<file path="src/rtl/lsu_pkg.sv">
// Shared types and constants for the load/store sequencer.
// Holds the FSM state encoding, funct3 and fault codes.
package lsu_pkg;

    typedef enum logic [1:0] {
        IDLE,
        BUS,
        DONE,
        FAULT
    } lsu_state_t;

    localparam logic [2:0] F3_B  = 3'b000;
    localparam logic [2:0] F3_H  = 3'b001;
    localparam logic [2:0] F3_W  = 3'b010;
    localparam logic [2:0] F3_BU = 3'b100;
    localparam logic [2:0] F3_HU = 3'b101;

    localparam logic [1:0] ERR_NONE     = 2'b00;
    localparam logic [1:0] ERR_MISALIGN = 2'b01;
    localparam logic [1:0] ERR_TIMEOUT  = 2'b10;
    localparam logic [1:0] ERR_ILLEGAL  = 2'b11;

    // Illegal outranks misaligned.
    function automatic logic [1:0] classify(
        input logic       rd,
        input logic       wr,
        input logic [2:0] f3,
        input logic [1:0] lo
    );
        logic [1:0] code;
        logic       bad;
        bad = (rd && wr)
            || (f3 == 3'b011)
            || (f3 == 3'b110)
            || (f3 == 3'b111)
            || (wr && (f3 >= 3'b011));
        code = ERR_NONE;
        if (bad) begin
            code = ERR_ILLEGAL;
        end else if ((f3[1:0] == 2'b10) && (lo != 2'b00)) begin
            code = ERR_MISALIGN;
        end else if ((f3[1:0] == 2'b01) && lo[0]) begin
            code = ERR_MISALIGN;
        end
        return code;
    endfunction

endpackage

</file>
<file path="src/rtl/lsu_sequencer_align.sv">
// Lane steering for the sequencer: store byte enables and
// replication, load byte/half extraction with extension.
module lsu_align
    import lsu_pkg::*;
(
    input  logic [2:0]  funct3,
    input  logic [1:0]  addr_lo,
    input  logic [31:0] wdata,
    input  logic [31:0] rdata,
    output logic [3:0]  be,
    output logic [31:0] wdata_rep,
    output logic [31:0] rdata_ext
);

    logic [31:0] shifted;
    logic [7:0]  lane_b;
    logic [15:0] lane_h;
    logic        signed_ld;

    // Store side: enables follow access size and low address bits.
    always_comb begin
        be        = 4'b1111;
        wdata_rep = wdata;
        case (funct3[1:0])
            2'b00: begin
                be        = 4'b0001 << addr_lo;
                wdata_rep = {4{wdata[7:0]}};
            end
            2'b01: begin
                be        = 4'b0011 << {addr_lo[1], 1'b0};
                wdata_rep = {2{wdata[15:0]}};
            end
            default: begin
                be        = 4'b1111;
                wdata_rep = wdata;
            end
        endcase
    end

    // Load side: pick the addressed lane, then sign/zero extend.
    always_comb begin
        shifted   = rdata >> {addr_lo, 3'b000};
        lane_b    = shifted[7:0];
        lane_h    = addr_lo[1] ? rdata[31:16] : rdata[15:0];
        signed_ld = ~funct3[2];
        case (funct3[1:0])
            2'b00:   rdata_ext = {{24{signed_ld & lane_b[7]}}, lane_b};
            2'b01:   rdata_ext = {{16{signed_ld & lane_h[15]}}, lane_h};
            default: rdata_ext = rdata;
        endcase
    end

endmodule

</file>
<file path="src/rtl/lsu_sequencer.sv">
// Multi-cycle load/store sequencer with req/ack data memory port.
// Stalls the core during an access, reports faults and timeouts.
module lsu_sequencer
    import lsu_pkg::*;
#(
    parameter int DATA_W  = 32,
    parameter int ADDR_W  = 8,
    parameter int TIMEOUT = 15
) (
    input  logic              clk,
    input  logic              reset,
    input  logic              mem_read_i,
    input  logic              mem_write_i,
    input  logic [2:0]        funct3_i,
    input  logic [31:0]       addr_i,
    input  logic [DATA_W-1:0] wdata_i,
    output logic              stall_o,
    output logic [31:0]       rdata_o,
    output logic              load_wen_o,
    output logic              err_o,
    output logic [1:0]        err_code_o,
    output logic              dm_req_o,
    output logic              dm_we_o,
    output logic [ADDR_W-1:0] dm_addr_o,
    output logic [31:0]       dm_wdata_o,
    output logic [3:0]        dm_be_o,
    input  logic              dm_ack_i,
    input  logic [31:0]       dm_rdata_i
);

    lsu_state_t        state;
    lsu_state_t        state_nx;
    logic [7:0]        cnt;
    logic              store_q;
    logic [2:0]        f3_q;
    logic [ADDR_W+1:0] addr_q;
    logic [31:0]       wdata_q;
    logic [31:0]       rdata_q;
    logic [1:0]        code_q;

    logic              req;
    logic [1:0]        code_in;
    logic              expired;
    logic [3:0]        be;
    logic [31:0]       wdata_rep;
    logic [31:0]       rdata_ext;
    logic              unused_addr;

    assign req         = mem_read_i | mem_write_i;
    assign code_in     = classify(mem_read_i, mem_write_i,
                                  funct3_i, addr_i[1:0]);
    assign expired     = (cnt == 8'(TIMEOUT - 1));
    assign unused_addr = ^addr_i[31:ADDR_W+2];

    lsu_align u_align (
        .funct3    (f3_q),
        .addr_lo   (addr_q[1:0]),
        .wdata     (wdata_q),
        .rdata     (rdata_q),
        .be        (be),
        .wdata_rep (wdata_rep),
        .rdata_ext (rdata_ext)
    );

    // State register; reset abandons any access in flight.
    always_ff @(posedge clk or negedge reset) begin
        if (!reset) begin
            state <= IDLE;
        end else begin
            state <= state_nx;
        end
    end

    // Next state: decode in IDLE, wait for ack or timeout in BUS.
    always_comb begin
        state_nx = state;
        case (state)
            IDLE: begin
                if (req) begin
                    state_nx = (code_in == ERR_NONE) ? BUS : FAULT;
                end
            end
            BUS: begin
                if (dm_ack_i) begin
                    state_nx = DONE;
                end else if (expired) begin
                    state_nx = FAULT;
                end
            end
            DONE:    state_nx = IDLE;
            FAULT:   state_nx = IDLE;
            default: state_nx = IDLE;
        endcase
    end

    // Access registers, timeout counter and captured read word.
    always_ff @(posedge clk or negedge reset) begin
        if (!reset) begin
            cnt     <= '0;
            store_q <= 1'b0;
            f3_q    <= '0;
            addr_q  <= '0;
            wdata_q <= '0;
            rdata_q <= '0;
            code_q  <= ERR_NONE;
        end else begin
            case (state)
                IDLE: begin
                    cnt <= '0;
                    if (req) begin
                        store_q <= mem_write_i;
                        f3_q    <= funct3_i;
                        addr_q  <= addr_i[ADDR_W+1:0];
                        wdata_q <= wdata_i;
                        code_q  <= code_in;
                    end
                end
                BUS: begin
                    if (dm_ack_i) begin
                        rdata_q <= dm_rdata_i;
                    end else begin
                        cnt <= cnt + 8'd1;
                        if (expired) begin
                            code_q <= ERR_TIMEOUT;
                        end
                    end
                end
                default: cnt <= '0;
            endcase
        end
    end

    // Outputs decoded from state; stall also drops during reset.
    always_comb begin
        stall_o    = reset & (((state == IDLE) & req) | (state == BUS));
        dm_req_o   = (state == BUS);
        dm_we_o    = (state == BUS) & store_q;
        dm_addr_o  = '0;
        dm_wdata_o = '0;
        dm_be_o    = '0;
        rdata_o    = '0;
        load_wen_o = 1'b0;
        err_o      = (state == FAULT);
        err_code_o = (state == FAULT) ? code_q : ERR_NONE;
        if (state == BUS) begin
            dm_addr_o = addr_q[ADDR_W+1:2];
            dm_be_o   = store_q ? be : 4'b1111;
            if (store_q) begin
                dm_wdata_o = wdata_rep;
            end
        end
        if ((state == DONE) && !store_q) begin
            rdata_o    = rdata_ext;
            load_wen_o = 1'b1;
        end
    end

endmodule

</file>
<file path="config.mk">
export PLATFORM = sky130hd
export DESIGN_NAME = lsu_sequencer
export DESIGN_NICKNAME = d
export VERILOG_FILES = /design/src/rtl/lsu_pkg.sv /design/src/rtl/lsu_sequencer_align.sv /design/src/rtl/lsu_sequencer.sv
export SDC_FILE = /design/constraint.sdc
export NUM_CORES = 1
export LEC_CHECK = 0
export ABC_AREA = 1
export CAP_MARGIN = 10
export CORE_MARGIN = 1
export CORE_UTILIZATION = 40
export DETAILED_ROUTE_END_ITERATION = 10
export GPL_TIMING_DRIVEN = 0
export MAX_ROUTING_LAYER = met4
export PLACE_DENSITY_LB_ADDON = 0.25
export SKIP_LAST_GASP = 1
export SLEW_MARGIN = 10
export SYNTH_ARGS = -nofsm -noshare
export SYNTH_HDL_FRONTEND = slang
export SYNTH_SLANG_ARGS = --single-unit
</file>
<file path="constraint.sdc">
create_clock -name clk -period 1.5 [get_ports clk]
set_input_delay 0.15 -clock clk [delete_from_list [all_inputs] [get_ports clk]]
set_output_delay 0.15 -clock clk [all_outputs]
set_load 0.005 [all_outputs]
</file>
==> qor.yml <==
grt_pass1_vias: 5261
setup_viol: 127
fin_crit_ps: 2050
cts.path.max_buffers: 2
wl_per_cell_um: 19.2
cp-end-kind: "output port"
drc_errors: 20
period_share_pct: 137
die_width_um: 111
maxSlewViolCount: 0
ys_seq_area_share_pct: 47.2
top_usage_layer: "met2"
die-area_um2: 12400
syn_area_um2: 4770
cts_sinks: 90
fp.coreArea_um2: 11500
cellPowerDensity_nw_per_um2: 2160
ant_nets: 0
fin_util_pct: 76.0
antenna_found_initial: 0
start_util_pct: 41.4
pwr-share-seq_pct: 24.4
cts_htree_levels: 3
final_cell_mix: "86 x dfrtp_1, 80 x clkdlybuf4s50_1, 75 x nor2_1, 71 x nand2_1, 71 x buf_2"
rsz0062_at_grt: "true"
synth_edf_count: 0
finish.instance_area_um2: 8750
drt_first_pass_iters: 8
grtUsageMet2_pct: 45.9
grtUsageTotal_pct: 27.8
fin_hold_ws_ps: -182
crit_path_max_fanout: 5
grt_overflow: 0
cts_tree: "yes"
antenna_cells: 0
syn_area_per_cell_um2: 8.51
hold_viol: 44
cap_violations: 0
cts_buffers: 9
synth_fp_nets: 666
relSlewSlack_pct: 58.5
finClkSkew_ps: 6.63
grt_start_max_net_pins: 48
routed-via-count: 5264
use_met1_pct: 32.9
leakage_nw: 4.26
switching_share_pct: 41.3
worst_pin_slew_ps: 623
clk_pin_slew_ps: 60
ir_worst_vdd_uv: 1050
final_common_cell: "dfrtp_1"
grt_pass1_wl_mm: 26.3
row_count: 39
port_buffers: 164
cts_root_buf: "clkbuf_16"
tns_ps: -33570
synthFlopType: "dfrtp_1"
ys_async_sr_fraction_pct: 100
path_class: "register to output port"
die_h_um: 111
drt-total-wl_mm: 18.9
synth_cell_types: 37
postSynthCellCount: 560
startpoint_type: "register"
cp.required_ps: 1350
dp_hpwl_mm: 10.4
power.internal_mw: 11.1
placed_area_um2: 6610
viasPerCell: 5.34
clkPwrFrac_pct: 13.0
area_growth_pct: 83.6
combPwrFrac_pct: 62.5
switchingPower_mw: 7.78
hold_class: "primary input to asynchronous set/reset pin"
final_nets: 944
globalRouteMet3Util_pct: 5.85
ios: 187
timing.final.ws_setup_ps: -548
yosys_warnings: 0
max_freq_ghz: 0.488
failed_checks: "design-rule violations, negative hold slack, negative setup slack"
clock_latency_ps: 340
drtIter0Drc: 292
cp.arrival_ps: 1900
gp_routability_congestion: 0.963
status: "finished with violations"
layout-drive-gt1-share_pct: 50.9
synth-seq-cells: 90
[synth_stat cells (2+ instances only)]
| library cell | n | area (um^2) |
|---|---|---|
| nor2_1 | 133 | 499 |
| inv_2 | 3 | 11.3 |
| and3_1 | 2 | 12.5 |
| ha_1 | 2 | 25.0 |
| nor2_2 | 2 | 12.5 |
| o22ai_1 | 3 | 18.8 |
| nand3_1 | 17 | 85.1 |
| a31oi_1 | 3 | 18.8 |
| clkbuf_8 | 2 | 27.5 |
| buf_2 | 8 | 40.0 |
| inv_1 | 48 | 180 |
| mux2_1 | 26 | 293 |
| nand2_1 | 81 | 304 |
| dfrtp_1 | 90 | 2250 |
| o21ai_0 | 30 | 150 |
| buf_6 | 3 | 33.8 |
| nand4_1 | 2 | 12.5 |
| mux2_2 | 30 | 338 |
| buf_4 | 3 | 22.5 |
| nor3_1 | 10 | 50.1 |
| clkbuf_1 | 6 | 22.5 |
| a21oi_1 | 41 | 205 |
[area by class of cell]
| type | count | area (um^2) |
|---|---|---|
| Timing Repair Buffer | 270 | 2490 |
| Sequential cell | 90 | 2260 |
| Clock buffer | 10 | 239 |
| Inverter | 53 | 240 |
| Fill cell | 715 | 2770 |
| Multi-Input combinational cell | 395 | 2980 |
| Buffer | 19 | 288 |
| Clock inverter | 6 | 80.1 |
| Tap cell | 143 | 179 |
[critical path, cell delays in order (launching register included)]
cell and delay (ps):
dfrtp_2 450, nor2_8 150, clkinv_4 90, nor2_4 140
inv_2 80, buf_8 140, buf_4 130, buf_8 140
nor2_1 110, buf_2 130
[metrics by stage]
step           hold WS, ps  cells  power (mW)  worst slack [ps]
2_1_floorplan         -146    560        8.17              43.4
4_1_cts               -165    959        16.0              -504
5_1_grt               -135    986        19.8              -635
3_5_place_dp           197    868        11.0              -864
3_3_place_gp           468    867        10.8             -3180
6_report              -182    986        18.9              -548
[layer usage]
metal / wire length, um / vias to the layer above / part of all wire [%]
met1: 7440 / 2572 / 39
met4: 563 / 0 / 3.0
li1: - / 2373 / -
met3: 1290 / 50 / 6.8
met5: 0 / - / 0
met2: 9640 / 269 / 51
[cells by family after synthesis]
kind of cell	after synthesis	share of synthesized area, %
AO/OA/AOI/OAI	82	9.00
XOR/XNOR	1	0.184
adder cells (fa/ha/maj)	2	0.525
buffers and inverters	75	7.30
flip-flops	90	47.2
multiplexers	56	13.2
AND/OR/NAND/NOR	254	22.5
[state kept, by name, indices dropped and copies added (netlist names)]
signal and cells:
addr_q 10, cnt 8, code_q 2, f3_q 3, rdata_q 32, state 2
store_q 1, wdata_q 32
[timing repair]
item,4_1_cts,5_1_grt
gates cloned,3,7
hold endpoints to repair,44,44
pin swaps,44,44
endpoints found under the setup margin,145,157
resized for setup,499,185
setup buffers,72,31
[worst paths after layout]
path / start / to / slack (ps) / cells past startpoint
min in group clk: addr_i[5] / addr_q[5]$_DFFE_PN0P_ / 400 / 3
min: reset / rdata_q[28]$_DFFE_PN0P_ / -180 / 1
max reg2reg: state[0]$_DFFE_PN0P_ / rdata_q[0]$_DFFE_PN0P_ / -60 / 7
min reg2reg: cnt[6]$_DFFE_PN0N_ / cnt[6]$_DFFE_PN0N_ / 490 / 1
max: state[1]$_DFFE_PN0P_ / dm_wdata_o[18] / -550 / 9
max in group asynchronous: reset / addr_q[1]$_DFFE_PN0P_ / 1030 / 2
[power groups by stage]
stage	registers, mW	logic, mW	clock network, mW
2_1_floorplan	4.15	4.02	0
3_3_place_gp	4.33	6.51	0
3_5_place_dp	4.37	6.63	0
4_1_cts	4.43	9.09	2.46
5_1_grt	4.71	12.5	2.59
6_report	4.61	11.8	2.46
Power figures use the tool's default switching activity.
